===== src/rtl/aixh_mxc_upper_seq.sv =====
// Upper-array job sequencer: sync pulse, command beats, backward drain, done/err report.
// Optional drain watchdog compiled in with AIXH_MXC_UPPER_SEQ_TIMEOUT_EN.
//
// state | meaning
// IDLE  | ready for a job, stray backward beats flag an error
// SYNC  | one-cycle csync pulse to the array
// ISSUE | latched command driven for len cycles
// DRAIN | wait for exp backward beats (or watchdog)
// DONE  | one-cycle o_done / o_err report
module aixh_mxc_upper_seq #(
    parameter int CMD_W   = 32,
    parameter int BWD_DW  = 64,
    parameter int LEN_W   = 16,
    parameter int TIMEOUT = 1024
) (
    input  logic              aixh_core_clk,
    input  logic              aixh_core_rst,
    input  logic              i_req_vld,
    output logic              o_req_rdy,
    input  logic [CMD_W-1:0]  i_req_cmd,
    input  logic [LEN_W-1:0]  i_req_len,
    input  logic [LEN_W-1:0]  i_req_exp,
    output logic              o_fwd_csync,
    output logic [CMD_W-1:0]  o_fwd_cmd,
    input  logic              i_bwd_vld,
    input  logic [BWD_DW-1:0] i_bwd_dat,
    output logic              o_res_vld,
    output logic [BWD_DW-1:0] o_res_dat,
    output logic              o_busy,
    output logic              o_done,
    output logic              o_err
);

    typedef enum logic [2:0] {
        IDLE  = 3'd0,
        SYNC  = 3'd1,
        ISSUE = 3'd2,
        DRAIN = 3'd3,
        DONE  = 3'd4
    } state_t;

    state_t             state;
    logic [CMD_W-1:0]   cmd_q;
    logic [LEN_W-1:0]   exp_q;
    logic [LEN_W-1:0]   rem_cnt;
    logic [LEN_W-1:0]   bwd_cnt;
    logic               err_flag;

    logic               in_count;
    logic               bwd_hit;
    logic               bwd_over;
    logic [LEN_W-1:0]   bwd_cnt_nxt;
    logic               wd_expired;

    assign o_req_rdy = (state == IDLE);
    assign o_busy    = (state != IDLE);

    // Beat arriving this cycle is folded into the count before the drain compare.
    always_comb begin
        in_count    = (state == SYNC) || (state == ISSUE) || (state == DRAIN);
        bwd_hit     = in_count && i_bwd_vld;
        bwd_over    = bwd_hit && (bwd_cnt >= exp_q);
        bwd_cnt_nxt = bwd_cnt;
        if (bwd_hit && (bwd_cnt != {LEN_W{1'b1}}))
            bwd_cnt_nxt = bwd_cnt + LEN_W'(1);
    end

`ifdef AIXH_MXC_UPPER_SEQ_TIMEOUT_EN
    localparam int WD_W = (TIMEOUT > 1) ? $clog2(TIMEOUT) : 1;
    logic [WD_W-1:0] wd_cnt;
    assign wd_expired = (wd_cnt == '0);
`else
    assign wd_expired = 1'b0;
`endif

    always_ff @(posedge aixh_core_clk) begin
        if (aixh_core_rst) begin
            state       <= IDLE;
            cmd_q       <= '0;
            exp_q       <= '0;
            rem_cnt     <= '0;
            bwd_cnt     <= '0;
            err_flag    <= 1'b0;
            o_fwd_csync <= 1'b0;
            o_fwd_cmd   <= '0;
            o_res_vld   <= 1'b0;
            o_res_dat   <= '0;
            o_done      <= 1'b0;
            o_err       <= 1'b0;
`ifdef AIXH_MXC_UPPER_SEQ_TIMEOUT_EN
            wd_cnt      <= '0;
`endif
        end else begin
            o_done    <= 1'b0;
            o_err     <= 1'b0;
            o_res_vld <= bwd_hit;
            if (bwd_hit)
                o_res_dat <= i_bwd_dat;
            bwd_cnt <= bwd_cnt_nxt;
            if (bwd_over || (i_bwd_vld && !in_count))
                err_flag <= 1'b1;

            case (state)
                IDLE: begin
                    if (i_req_vld) begin
                        cmd_q       <= i_req_cmd;
                        rem_cnt     <= i_req_len;
                        exp_q       <= i_req_exp;
                        bwd_cnt     <= '0;
                        o_fwd_csync <= 1'b1;
                        state       <= SYNC;
                    end
                end
                SYNC: begin
                    o_fwd_csync <= 1'b0;
                    if (rem_cnt != '0) begin
                        o_fwd_cmd <= cmd_q;
                        state     <= ISSUE;
                    end else begin
                        state     <= DRAIN;
`ifdef AIXH_MXC_UPPER_SEQ_TIMEOUT_EN
                        wd_cnt    <= WD_W'(TIMEOUT - 1);
`endif
                    end
                end
                ISSUE: begin
                    rem_cnt <= rem_cnt - LEN_W'(1);
                    if (rem_cnt == LEN_W'(1)) begin
                        o_fwd_cmd <= '0;
                        state     <= DRAIN;
`ifdef AIXH_MXC_UPPER_SEQ_TIMEOUT_EN
                        wd_cnt    <= WD_W'(TIMEOUT - 1);
`endif
                    end
                end
                DRAIN: begin
                    if (bwd_cnt_nxt >= exp_q) begin
                        o_done   <= 1'b1;
                        o_err    <= err_flag || bwd_over;
                        err_flag <= 1'b0;
                        state    <= DONE;
                    end else if (wd_expired) begin
                        o_done   <= 1'b1;
                        o_err    <= 1'b1;
                        err_flag <= 1'b0;
                        state    <= DONE;
                    end
`ifdef AIXH_MXC_UPPER_SEQ_TIMEOUT_EN
                    else begin
                        wd_cnt <= wd_cnt - WD_W'(1);
                    end
`endif
                end
                DONE: begin
                    state <= IDLE;
                end
                default: begin
                    state <= IDLE;
                end
            endcase
        end
    end

endmodule


===== config.mk =====
export PLATFORM = sky130hd
export DESIGN_NAME = aixh_mxc_upper_seq
export DESIGN_NICKNAME = d
export VERILOG_FILES = /design/src/rtl/aixh_mxc_upper_seq.sv
export SDC_FILE = /design/constraint.sdc
export NUM_CORES = 1
export LEC_CHECK = 0
export CAP_MARGIN = 20
export CORE_ASPECT_RATIO = 1.75
export CORE_UTILIZATION = 30
export CTS_CLUSTER_SIZE = 10
export DETAILED_ROUTE_END_ITERATION = 16
export PLACE_DENSITY = 0.6
export SYNTH_ARGS = -nofsm -noshare
export SYNTH_HDL_FRONTEND = slang
export SYNTH_SLANG_ARGS = --single-unit
export TNS_END_PERCENT = 1

===== constraint.sdc =====
create_clock -name aixh_core_clk -period 3.8 [get_ports aixh_core_clk]
set_input_delay 0.76 -clock aixh_core_clk [delete_from_list [all_inputs] [get_ports aixh_core_clk]]
set_output_delay 0.76 -clock aixh_core_clk [all_outputs]
set_load 0.005 [all_outputs]

==> results_tabular.tex, run 1 <==
\begin{tabular}{lr}
\hline
Metric & Value \\
\hline
\multicolumn{2}{l}{\textbf{Die}} \\
\quad Placeable core region & 24,800 sq um \\
\quad Top-level I/O count & 234 \\
\quad Die outline area & 26,100 sq um \\
\quad Y dimension of the die & 213 um \\
\quad Starting Density & 0.307 \\
\quad Die span in x & 123 um \\
\quad Std-Cell Rows & 76 \\
\multicolumn{2}{l}{\textbf{Clocking}} \\
\quad TritonCTS Sinks & 184 \\
\quad Number of gates given a new drive strength after cts & 0 \\
\quad Clock tree buffer depth & 2 \\
\quad Clock Latency Late Sink & 0.45 ns \\
\quad Clock root buffer master & sky130\_fd\_sc\_hd\_\_clkbuf\_16 \\
\quad Setup repair bufs after CTS & 0 \\
\quad Hold-fix buffer count after cts & 0 \\
\quad H-Tree Level Count & 4 \\
\quad Number of CTS-inserted buffers & 17 \\
\quad CTS tree & done \\
\quad Register clock-pin slew on the reported worst setup and hold paths & 0.07 ns \\
\multicolumn{2}{l}{\textbf{Detailed routing}} \\
\quad Post-detailed-route count of antenna-violating nets & 0 \\
\quad Drt total wl & 22.1 mm \\
\quad Number of vias after detailed routing & 7,002 \\
\quad Drt pass-1 iters & 4 \\
\quad Post-detailed-route DRC marker count & 0 \\
\quad Post-detailed-route via-to-cell ratio & 4.85 \\
\quad Number of DRC markers after the initial detailed-route iteration & 173 \\
\quad Post-DR wirelength/cell & 15.3 um \\
\multicolumn{2}{l}{\textbf{Layout}} \\
\quad Final Net Count & 1,288 \\
\quad Fraction of layout cells with a size suffix above 1 & 0.0741 \\
\quad Signed area change from the synthesized netlist to the final layout & 44.0\% \\
\quad Fill cells & 2,419 \\
\quad Count of inserted antenna diode cells & 0 \\
\multicolumn{2}{l}{\textbf{Outcome}} \\
\quad Result of the run & finished clean \\
\multicolumn{2}{l}{\textbf{Global routing}} \\
\quad Remaining Overflow, GRT & 0 \\
\quad Vias in the first global route & 6,849 \\
\quad Global routing usage summed across all routing layers & 0.173 \\
\quad Number of antenna violations at the first check in global routing & 0 \\
\quad Wire length of the first global-routing pass & 34.3 mm \\
\quad Largest net degree at the start of global routing & 84 \\
\multicolumn{2}{l}{\textbf{Timing}} \\
\quad Worst clock skew & 0.00937 ns \\
\quad \# setup viols final & 0 \\
\quad Post-route clock period utilization & 0.913 \\
\quad Headroom to the max-slew limit & 0.383 \\
\quad Count of endpoints failing hold in the final timing report & 0 \\
\quad Unrepaired setup endpoints after global routing & no \\
\quad Fmax & 288 MHz \\
\quad Pins Over Slew Limit & 0 \\
\quad Min Tclk post-route & 3.47 ns \\
\quad Setup tns final & 0 ns \\
\quad Slew @ Worst Pin & 0.926 ns \\
\multicolumn{2}{l}{\textbf{Logic synthesis}} \\
\quad Number of flops mapped to enable cells by yosys & 0 \\
\quad Warning count from the yosys run & 0 \\
\quad Sequential fraction of the synthesis area & 0.483 \\
\quad Count of state elements after synthesis & 184 \\
\quad Fraction of registers with async set/reset & 0 \\
\quad Share of the synthesized area in the top cell type & 0.483 \\
\quad Library cells used by synthesis & 66 \\
\quad Synth area leaders & sky130\_fd\_sc\_hd\_\_dfxtp\_1 (48\%), sky130\_fd\_sc\_hd\_\_nand2\_1 (12\%), sky130\_fd\_sc\_hd\_\_a21oi\_1 (8.9\%) \\
\quad Post-Syn Area & 7630 sq um \\
\quad Most frequent cells after synthesis & sky130\_fd\_sc\_hd\_\_nand2\_1 (242), sky130\_fd\_sc\_hd\_\_dfxtp\_1 (184), sky130\_fd\_sc\_hd\_\_a21oi\_1 (135), sky130\_fd\_sc\_hd\_\_clkbuf\_1 (36), sky130\_fd\_sc\_hd\_\_ha\_1 (36) \\
\quad Net count after synthesis & 1,064 \\
\quad Most frequent cell after synthesis & sky130\_fd\_sc\_hd\_\_nand2\_1 \\
\quad Post-Syn Instances & 896 \\
\quad Most frequently used flop master after synthesis & sky130\_fd\_sc\_hd\_\_dfxtp\_1 \\
\quad Largest area contributor in the synthesized netlist & sky130\_fd\_sc\_hd\_\_dfxtp\_1 \\
\quad Syn\_area\_per\_cell & 8.51 sq um \\
\multicolumn{2}{l}{\textbf{Power and ir drop}} \\
\quad Static Leak & 4.08 nW \\
\quad Sum of internal, switching and leakage power & 5.09 mW \\
\quad Largest vdd supply drop & 0.295 mV \\
\quad Power density relative to cell area & 464 nW/um\^{}2 \\
\multicolumn{2}{l}{\textbf{Worst setup path}} \\
\quad Crit Path Class & in -> reg \\
\quad Highest cell delay on the worst timing path & 0.48 ns \\
\quad Required time of the critical path & 4.15 ns \\
\quad Element type at the critical path start & input pin \\
\quad Crit. End Element & flip-flop \\
\quad Critical path fanouts, max & 5 \\
\quad Cell with the largest stage delay on the worst path & sky130\_fd\_sc\_hd\_\_clkdlybuf4s50\_1 \\
\quad Sequence of cells on the critical path & clkdlybuf4s50\_1, nand2b\_1, nor4b\_4, o21ai\_1, o21a\_1, or2\_2, ha\_1, and4\_1, nand4\_1, o32a\_1, and3\_1, nor4\_1 \\
\quad Launch point of the worst reg-to-reg path & bwd\_cnt[8]\$\_SDFF\_PP0\_ \\
\quad Startpoint of the most critical setup path & i\_bwd\_vld \\
\quad Arrival time worst endpoint & 3.82 ns \\
\multicolumn{2}{l}{\textbf{Placement}} \\
\quad Detailed Place HPWL & 16.0 mm \\
\quad Count of buffers inserted at the top-level ports & 233 \\
\quad Gp weighted congestion & 0.831 \\
\multicolumn{2}{l}{\textbf{Hold path}} \\
\quad Hold path startpoint & o\_res\_dat[16]\$\_SDFFE\_PP0P\_ \\
\quad Path category of the worst min-delay check & reg -> reg \\
\multicolumn{2}{l}{\textbf{Flow run}} \\
\quad Number of max-cap violations & 0 \\
\hline
\end{tabular}
## worst max-delay path, delay by kind of cell
family / cells / cell delay [ns]
AO/OA/AOI/OAI: 3 / 0.76
adder cells (fa/ha/maj): 1 / 0.29
buffers and inverters: 1 / 0.48
AND/OR/NAND/NOR: 7 / 1.53
## cells in the final DEF (no fill, tap or decap), types with 12 or more instances in the layout
cell	n
sky130_fd_sc_hd__and2_1	13
sky130_fd_sc_hd__ha_1	36
sky130_fd_sc_hd__nand3_1	17
sky130_fd_sc_hd__clkbuf_16	17
sky130_fd_sc_hd__buf_4	25
sky130_fd_sc_hd__dfxtp_1	184
sky130_fd_sc_hd__a22o_1	30
sky130_fd_sc_hd__nand2_1	241
sky130_fd_sc_hd__nor2_1	25
sky130_fd_sc_hd__inv_1	24
sky130_fd_sc_hd__nor3_1	12
sky130_fd_sc_hd__clkdlybuf4s50_1	232
sky130_fd_sc_hd__a21oi_1	135
## layer usage
metal | share of wire | up-vias | GRT usage | wire length [um]
met5 | 0 | - | 0 | 0
li1 | - | 3536 | - | -
met4 | 0.034 | 0 | 0.0913 | 755
met1 | 0.37 | 3261 | 0.166 | 8300
met3 | 0.044 | 38 | 0.0438 | 975
met2 | 0.55 | 167 | 0.328 | 12100
## flip-flops by register name (all words and copies together), names as in the netlist
signal and flops:
o_err 1, state 3, bwd_cnt 16, o_res_vld 1, o_fwd_csync 1, o_done 1, exp_q 16, err_flag 1
rem_cnt 16, o_res_dat 64, o_fwd_cmd 32, cmd_q 32
## path summary, 6_finish.rpt
kind	to	slack, ns	depth (start not counted)
hold / removal	o_res_dat[16]$_SDFFE_PP0P_	0.45	2
hold reg to reg	o_res_dat[16]$_SDFFE_PP0P_	0.45	2
setup / recovery	o_err$_SDFF_PP0_	0.33	12
setup reg to reg	o_err$_SDFF_PP0_	0.42	12
## stage by stage
stage | cell area (sq um) | hold WS, ns | utilization | std cells | setup WS (ns)
after floorplan | 7630 | 0.436 | - | 896 | 0.521
after global placement | 10300 | 0.440 | 0.415 | 1412 | -0.0355
after detailed placement | 10300 | 0.446 | 0.415 | 1413 | -0.108
after CTS | 11000 | 0.455 | 0.442 | 1445 | 0.370
after global routing | 11000 | 0.468 | 0.442 | 1445 | 0.176
final | 11000 | 0.453 | 0.442 | 1445 | 0.331
## area by class of cell
class	count	area, sq um	area share
repair buffers	258	2510	0.229
clock buffers	18	439	0.0400
multi-input cells	635	3630	0.331
well taps	312	390	0.0356
inverters	24	90.1	0.00821
clock inverters	14	233	0.0212
flip-flops and latches	184	3680	0.336
## power breakdown
group	leakage [nW]	internal, mW	switching (mW)
Sequential	1.50	2.07	0.0857
Clock	0.320	1.20	0.828
Combinational	2.26	0.442	0.466
Total	4.08	3.71	1.38
## logic make-up (layout without fill, tap and decap cells)
| logic type | count (synthesis) | count (layout) | synth area share |
|---|---|---|---|
| and+or+nand+nor | 361 | 361 | 0.213 |
| AOI/OAI and AO/OA | 225 | 225 | 0.185 |
| xor gates and xnor gates | 9 | 9 | 0.0103 |
| DFF | 184 | 184 | 0.483 |
| adders and majority gates | 36 | 36 | 0.0591 |
| buffers and inverters | 77 | 314 | 0.0443 |
| muxes | 4 | 4 | 0.00574 |
Power figures use the tool's default switching activity.
==> run 2: changes to the inputs <==
PLACE_DENSITY = 0.55   (was 0.6)
==> run 2 against run 1 <==
Effect of this change: clock power is 8% lower; power shrank 3.1%; global-route usage grew 0.10 points; fmax shrank 2.0%; critical endpoint unchanged; critical path type unchanged; setup slack worse by 0.071 ns.
==> results_tabular.tex, run 2 (same netlist as run 1, synthesis figures left out) <==
\begin{tabular}{lr}
\hline
Metric & Value \\
\hline
\multicolumn{2}{l}{\textbf{Timing}} \\
\quad Pins Over Slew Limit & 0 (unchanged) \\
\quad Count of endpoints failing hold in the final timing report & 0 (unchanged) \\
\quad Setup tns final & 0 ns (unchanged) \\
\quad Worst clock skew & 0.00861 ns (was 0.00937 ns) \\
\quad Post-route clock period utilization & 0.932 (was 0.913) \\
\quad Final hold slack & 0.453 ns (about the same) \\
\quad \# setup viols final & 0 (unchanged) \\
\quad Slew @ Worst Pin & 0.958 ns (was 0.926 ns) \\
\quad Min Tclk post-route & 3.54 ns (was 3.47 ns) \\
\quad Fmax & 282 MHz (was 288 MHz) \\
\quad Headroom to the max-slew limit & 0.360 (was 0.383) \\
\quad Unrepaired setup endpoints after global routing & no (unchanged) \\
\multicolumn{2}{l}{\textbf{Die}} \\
\quad Top-level I/O count & 234 (unchanged) \\
\quad Die span in x & 123 um (unchanged) \\
\quad Std-Cell Rows & 76 (unchanged) \\
\quad Placeable core region & 24,800 sq um (unchanged) \\
\quad Starting Density & 0.307 (unchanged) \\
\quad Y dimension of the die & 213 um (unchanged) \\
\quad Die outline area & 26,100 sq um (unchanged) \\
\multicolumn{2}{l}{\textbf{Power and ir drop}} \\
\quad Largest vdd supply drop & 0.301 mV (was 0.295 mV) \\
\quad Power density relative to cell area & 452 nW/um\^{}2 (was 464 nW/um\^{}2) \\
\quad Static Leak & 4.06 nW (was 4.08 nW) \\
\multicolumn{2}{l}{\textbf{Worst setup path}} \\
\quad Cells on worst reg2reg path & 10 (was 12) \\
\quad Cell with the largest stage delay on the worst path & sky130\_fd\_sc\_hd\_\_clkdlybuf4s50\_1 (unchanged) \\
\quad Sequence of cells on the critical path & clkdlybuf4s50\_1, nand2b\_1, nor4b\_4, o21ai\_1, o21a\_1, or2\_2, ha\_1, and4\_1, nand4\_1, o32a\_1, and3\_1, nor4\_1 (unchanged) \\
\quad Critical path fanouts, max & 5 (unchanged) \\
\quad Required time of the critical path & 4.14 ns (was 4.15 ns) \\
\quad Highest cell delay on the worst timing path & 0.49 ns (was 0.48 ns) \\
\quad Crit Path Class & in -> reg (unchanged) \\
\quad Arrival time worst endpoint & 3.88 ns (was 3.82 ns) \\
\quad Crit. End Element & flip-flop (unchanged) \\
\quad Element type at the critical path start & input pin (unchanged) \\
\multicolumn{2}{l}{\textbf{Placement}} \\
\quad Detailed Place HPWL & 16.0 mm (about the same) \\
\quad Gp weighted congestion & 0.829 (was 0.831) \\
\quad Count of buffers inserted at the top-level ports & 233 (unchanged) \\
\multicolumn{2}{l}{\textbf{Layout}} \\
\quad Signed area change from the synthesized netlist to the final layout & 43.2\% (was 44.0\%) \\
\quad Area taken by flip-flops and latches & 3680 sq um (unchanged) \\
\quad Registers with the most flip-flops & o\_res\_dat (64), cmd\_q (32), o\_fwd\_cmd (32) (unchanged) \\
\quad Highest-count cells in the layout ignoring fill and taps & sky130\_fd\_sc\_hd\_\_nand2\_1 (241), sky130\_fd\_sc\_hd\_\_clkdlybuf4s50\_1 (232), sky130\_fd\_sc\_hd\_\_dfxtp\_1 (184) (unchanged) \\
\quad Leading cell type in the layout, fill and taps excluded & sky130\_fd\_sc\_hd\_\_nand2\_1 (unchanged) \\
\quad Number of flip-flops under the largest register name & 64 (unchanged) \\
\quad Largest reg by FF count & o\_res\_dat (unchanged) \\
\quad Fill cells & 2,460 (was 2,419) \\
\quad Multi-input gate area & 3630 sq um (unchanged) \\
\quad Final Net Count & 1,288 (unchanged) \\
\quad Fraction of layout cells with a size suffix above 1 & 0.0700 (was 0.0741) \\
\multicolumn{2}{l}{\textbf{Detailed routing}} \\
\quad Drt total wl & 22.3 mm (was 22.1 mm) \\
\quad Post-detailed-route count of antenna-violating nets & 0 (unchanged) \\
\quad Post-detailed-route via-to-cell ratio & 4.82 (was 4.85) \\
\quad Number of DRC markers after the initial detailed-route iteration & 219 (was 173) \\
\quad Post-detailed-route DRC marker count & 0 (unchanged) \\
\quad Number of vias after detailed routing & 6,951 (was 7,002) \\
\quad Post-DR wirelength/cell & 15.5 um (was 15.3 um) \\
\quad Drt pass-1 iters & 4 (unchanged) \\
\multicolumn{2}{l}{\textbf{Clocking}} \\
\quad Clock tree buffer depth & 2 (unchanged) \\
\quad CTS tree & done (unchanged) \\
\quad Number of gates given a new drive strength after cts & 0 (unchanged) \\
\quad Clock Latency Late Sink & 0.43 ns (was 0.45 ns) \\
\quad Hold-fix buffer count after cts & 0 (unchanged) \\
\quad H-Tree Level Count & 4 (unchanged) \\
\quad Register clock-pin slew on the reported worst setup and hold paths & 0.07 ns (about the same) \\
\quad Setup repair bufs after CTS & 0 (unchanged) \\
\quad Number of CTS-inserted buffers & 17 (unchanged) \\
\quad Clock root buffer master & sky130\_fd\_sc\_hd\_\_clkbuf\_16 (unchanged) \\
\quad TritonCTS Sinks & 184 (unchanged) \\
\multicolumn{2}{l}{\textbf{Global routing}} \\
\quad Largest net degree at the start of global routing & 66 (was 84) \\
\quad Wire length of the first global-routing pass & 35.0 mm (was 34.3 mm) \\
\quad Number of antenna violations at the first check in global routing & 1 (was 0) \\
\quad Global routing usage summed across all routing layers & 0.174 (was 0.173) \\
\quad Remaining Overflow, GRT & 0 (unchanged) \\
\quad Vias in the first global route & 6,820 (was 6,849) \\
\multicolumn{2}{l}{\textbf{Flow run}} \\
\quad Number of max-cap violations & 0 (unchanged) \\
\multicolumn{2}{l}{\textbf{Hold path}} \\
\quad Path category of the worst min-delay check & reg -> reg (unchanged) \\
\quad Worst Hold Depth & 2 (unchanged) \\
\multicolumn{2}{l}{\textbf{Outcome}} \\
\quad Result of the run & finished clean (unchanged) \\
\hline
\end{tabular}
==> run 2: changes by cell type in the layout (fill, tap and decap cells not counted) <==
cell	delta
sky130_fd_sc_hd__clkinvlp_4	-2
sky130_fd_sc_hd__inv_8	-3
sky130_fd_sc_hd__bufinv_16	-1
sky130_fd_sc_hd__inv_6	-2
sky130_fd_sc_hd__clkinv_4	+1
sky130_fd_sc_hd__buf_4	+1
sky130_fd_sc_hd__diode_2	+1
sky130_fd_sc_hd__clkbuf_8	+1
sky130_fd_sc_hd__buf_1	-1
sky130_fd_sc_hd__clkbuf_1	+2
==> run 2: critical path: cells and delay by family <==
kind	cells	cell delay, ns
buf+inv	1	0.49
compound gates	3	0.76
fa+ha+maj	1	0.29
simple gates	7	1.56
==> run 2: stage by stage <==
stage | power (mW) | std cells | instance area, sq um | setup slack (ns) | util
finish | 4.94 | 1442 | 10900 | 0.260 | 0.440
global route | 5.18 | 1442 | 10900 | 0.0753 | 0.440
CTS | 5.01 | 1441 | 10900 | 0.267 | 0.440
detailed placement | 3.12 | 1413 | 10300 | -0.175 | 0.415
global placement | 3.11 | 1413 | 10300 | -0.112 | 0.415
floorplan | 2.67 | 896 | 7630 | 0.521 | -
==> run 2: area by class of cell <==
| type | count | share of cell area |
|---|---|---|
| Inverter | 24 | 0.00825 |
| Timing Repair Buffer | 258 | 0.231 |
| Tap cell | 312 | 0.0358 |
| Sequential cell | 184 | 0.337 |
| Antenna cell | 1 | 0.000229 |
| Clock inverter | 7 | 0.0133 |
| Multi-Input combinational cell | 635 | 0.332 |
| Clock buffer | 21 | 0.0422 |
==> run 2: final timing paths <==
path,slack [ns],start,to
max,0.26,i_bwd_vld,o_err$_SDFF_PP0_
min,0.45,o_res_dat[58]$_SDFFE_PP0P_,o_res_dat[58]$_SDFFE_PP0P_
max reg2reg,0.44,bwd_cnt[7]$_SDFF_PP0_,err_flag$_SDFF_PP0_
min reg2reg,0.45,o_res_dat[58]$_SDFFE_PP0P_,o_res_dat[58]$_SDFFE_PP0P_
==> run 2: where the power goes <==
part / switching, mW / internal, mW
clock: 0.749 / 1.13
sequential: 0.0855 / 2.07
combinational: 0.466 / 0.441
==> run 2: metal layers <==
layer	GRT usage	up-vias	wire [um]
li1	-	3533	-
met1	0.181	3214	8720
met2	0.322	175	12000
met3	0.0406	29	971
met4	0.0786	0	655
met5	0	-	0
==> run 3: changes to the inputs <==
CAP_MARGIN = unset   (was 20)
==> results of run 3 <==
Final layout, timing and power as in run 2 (identical DEF).
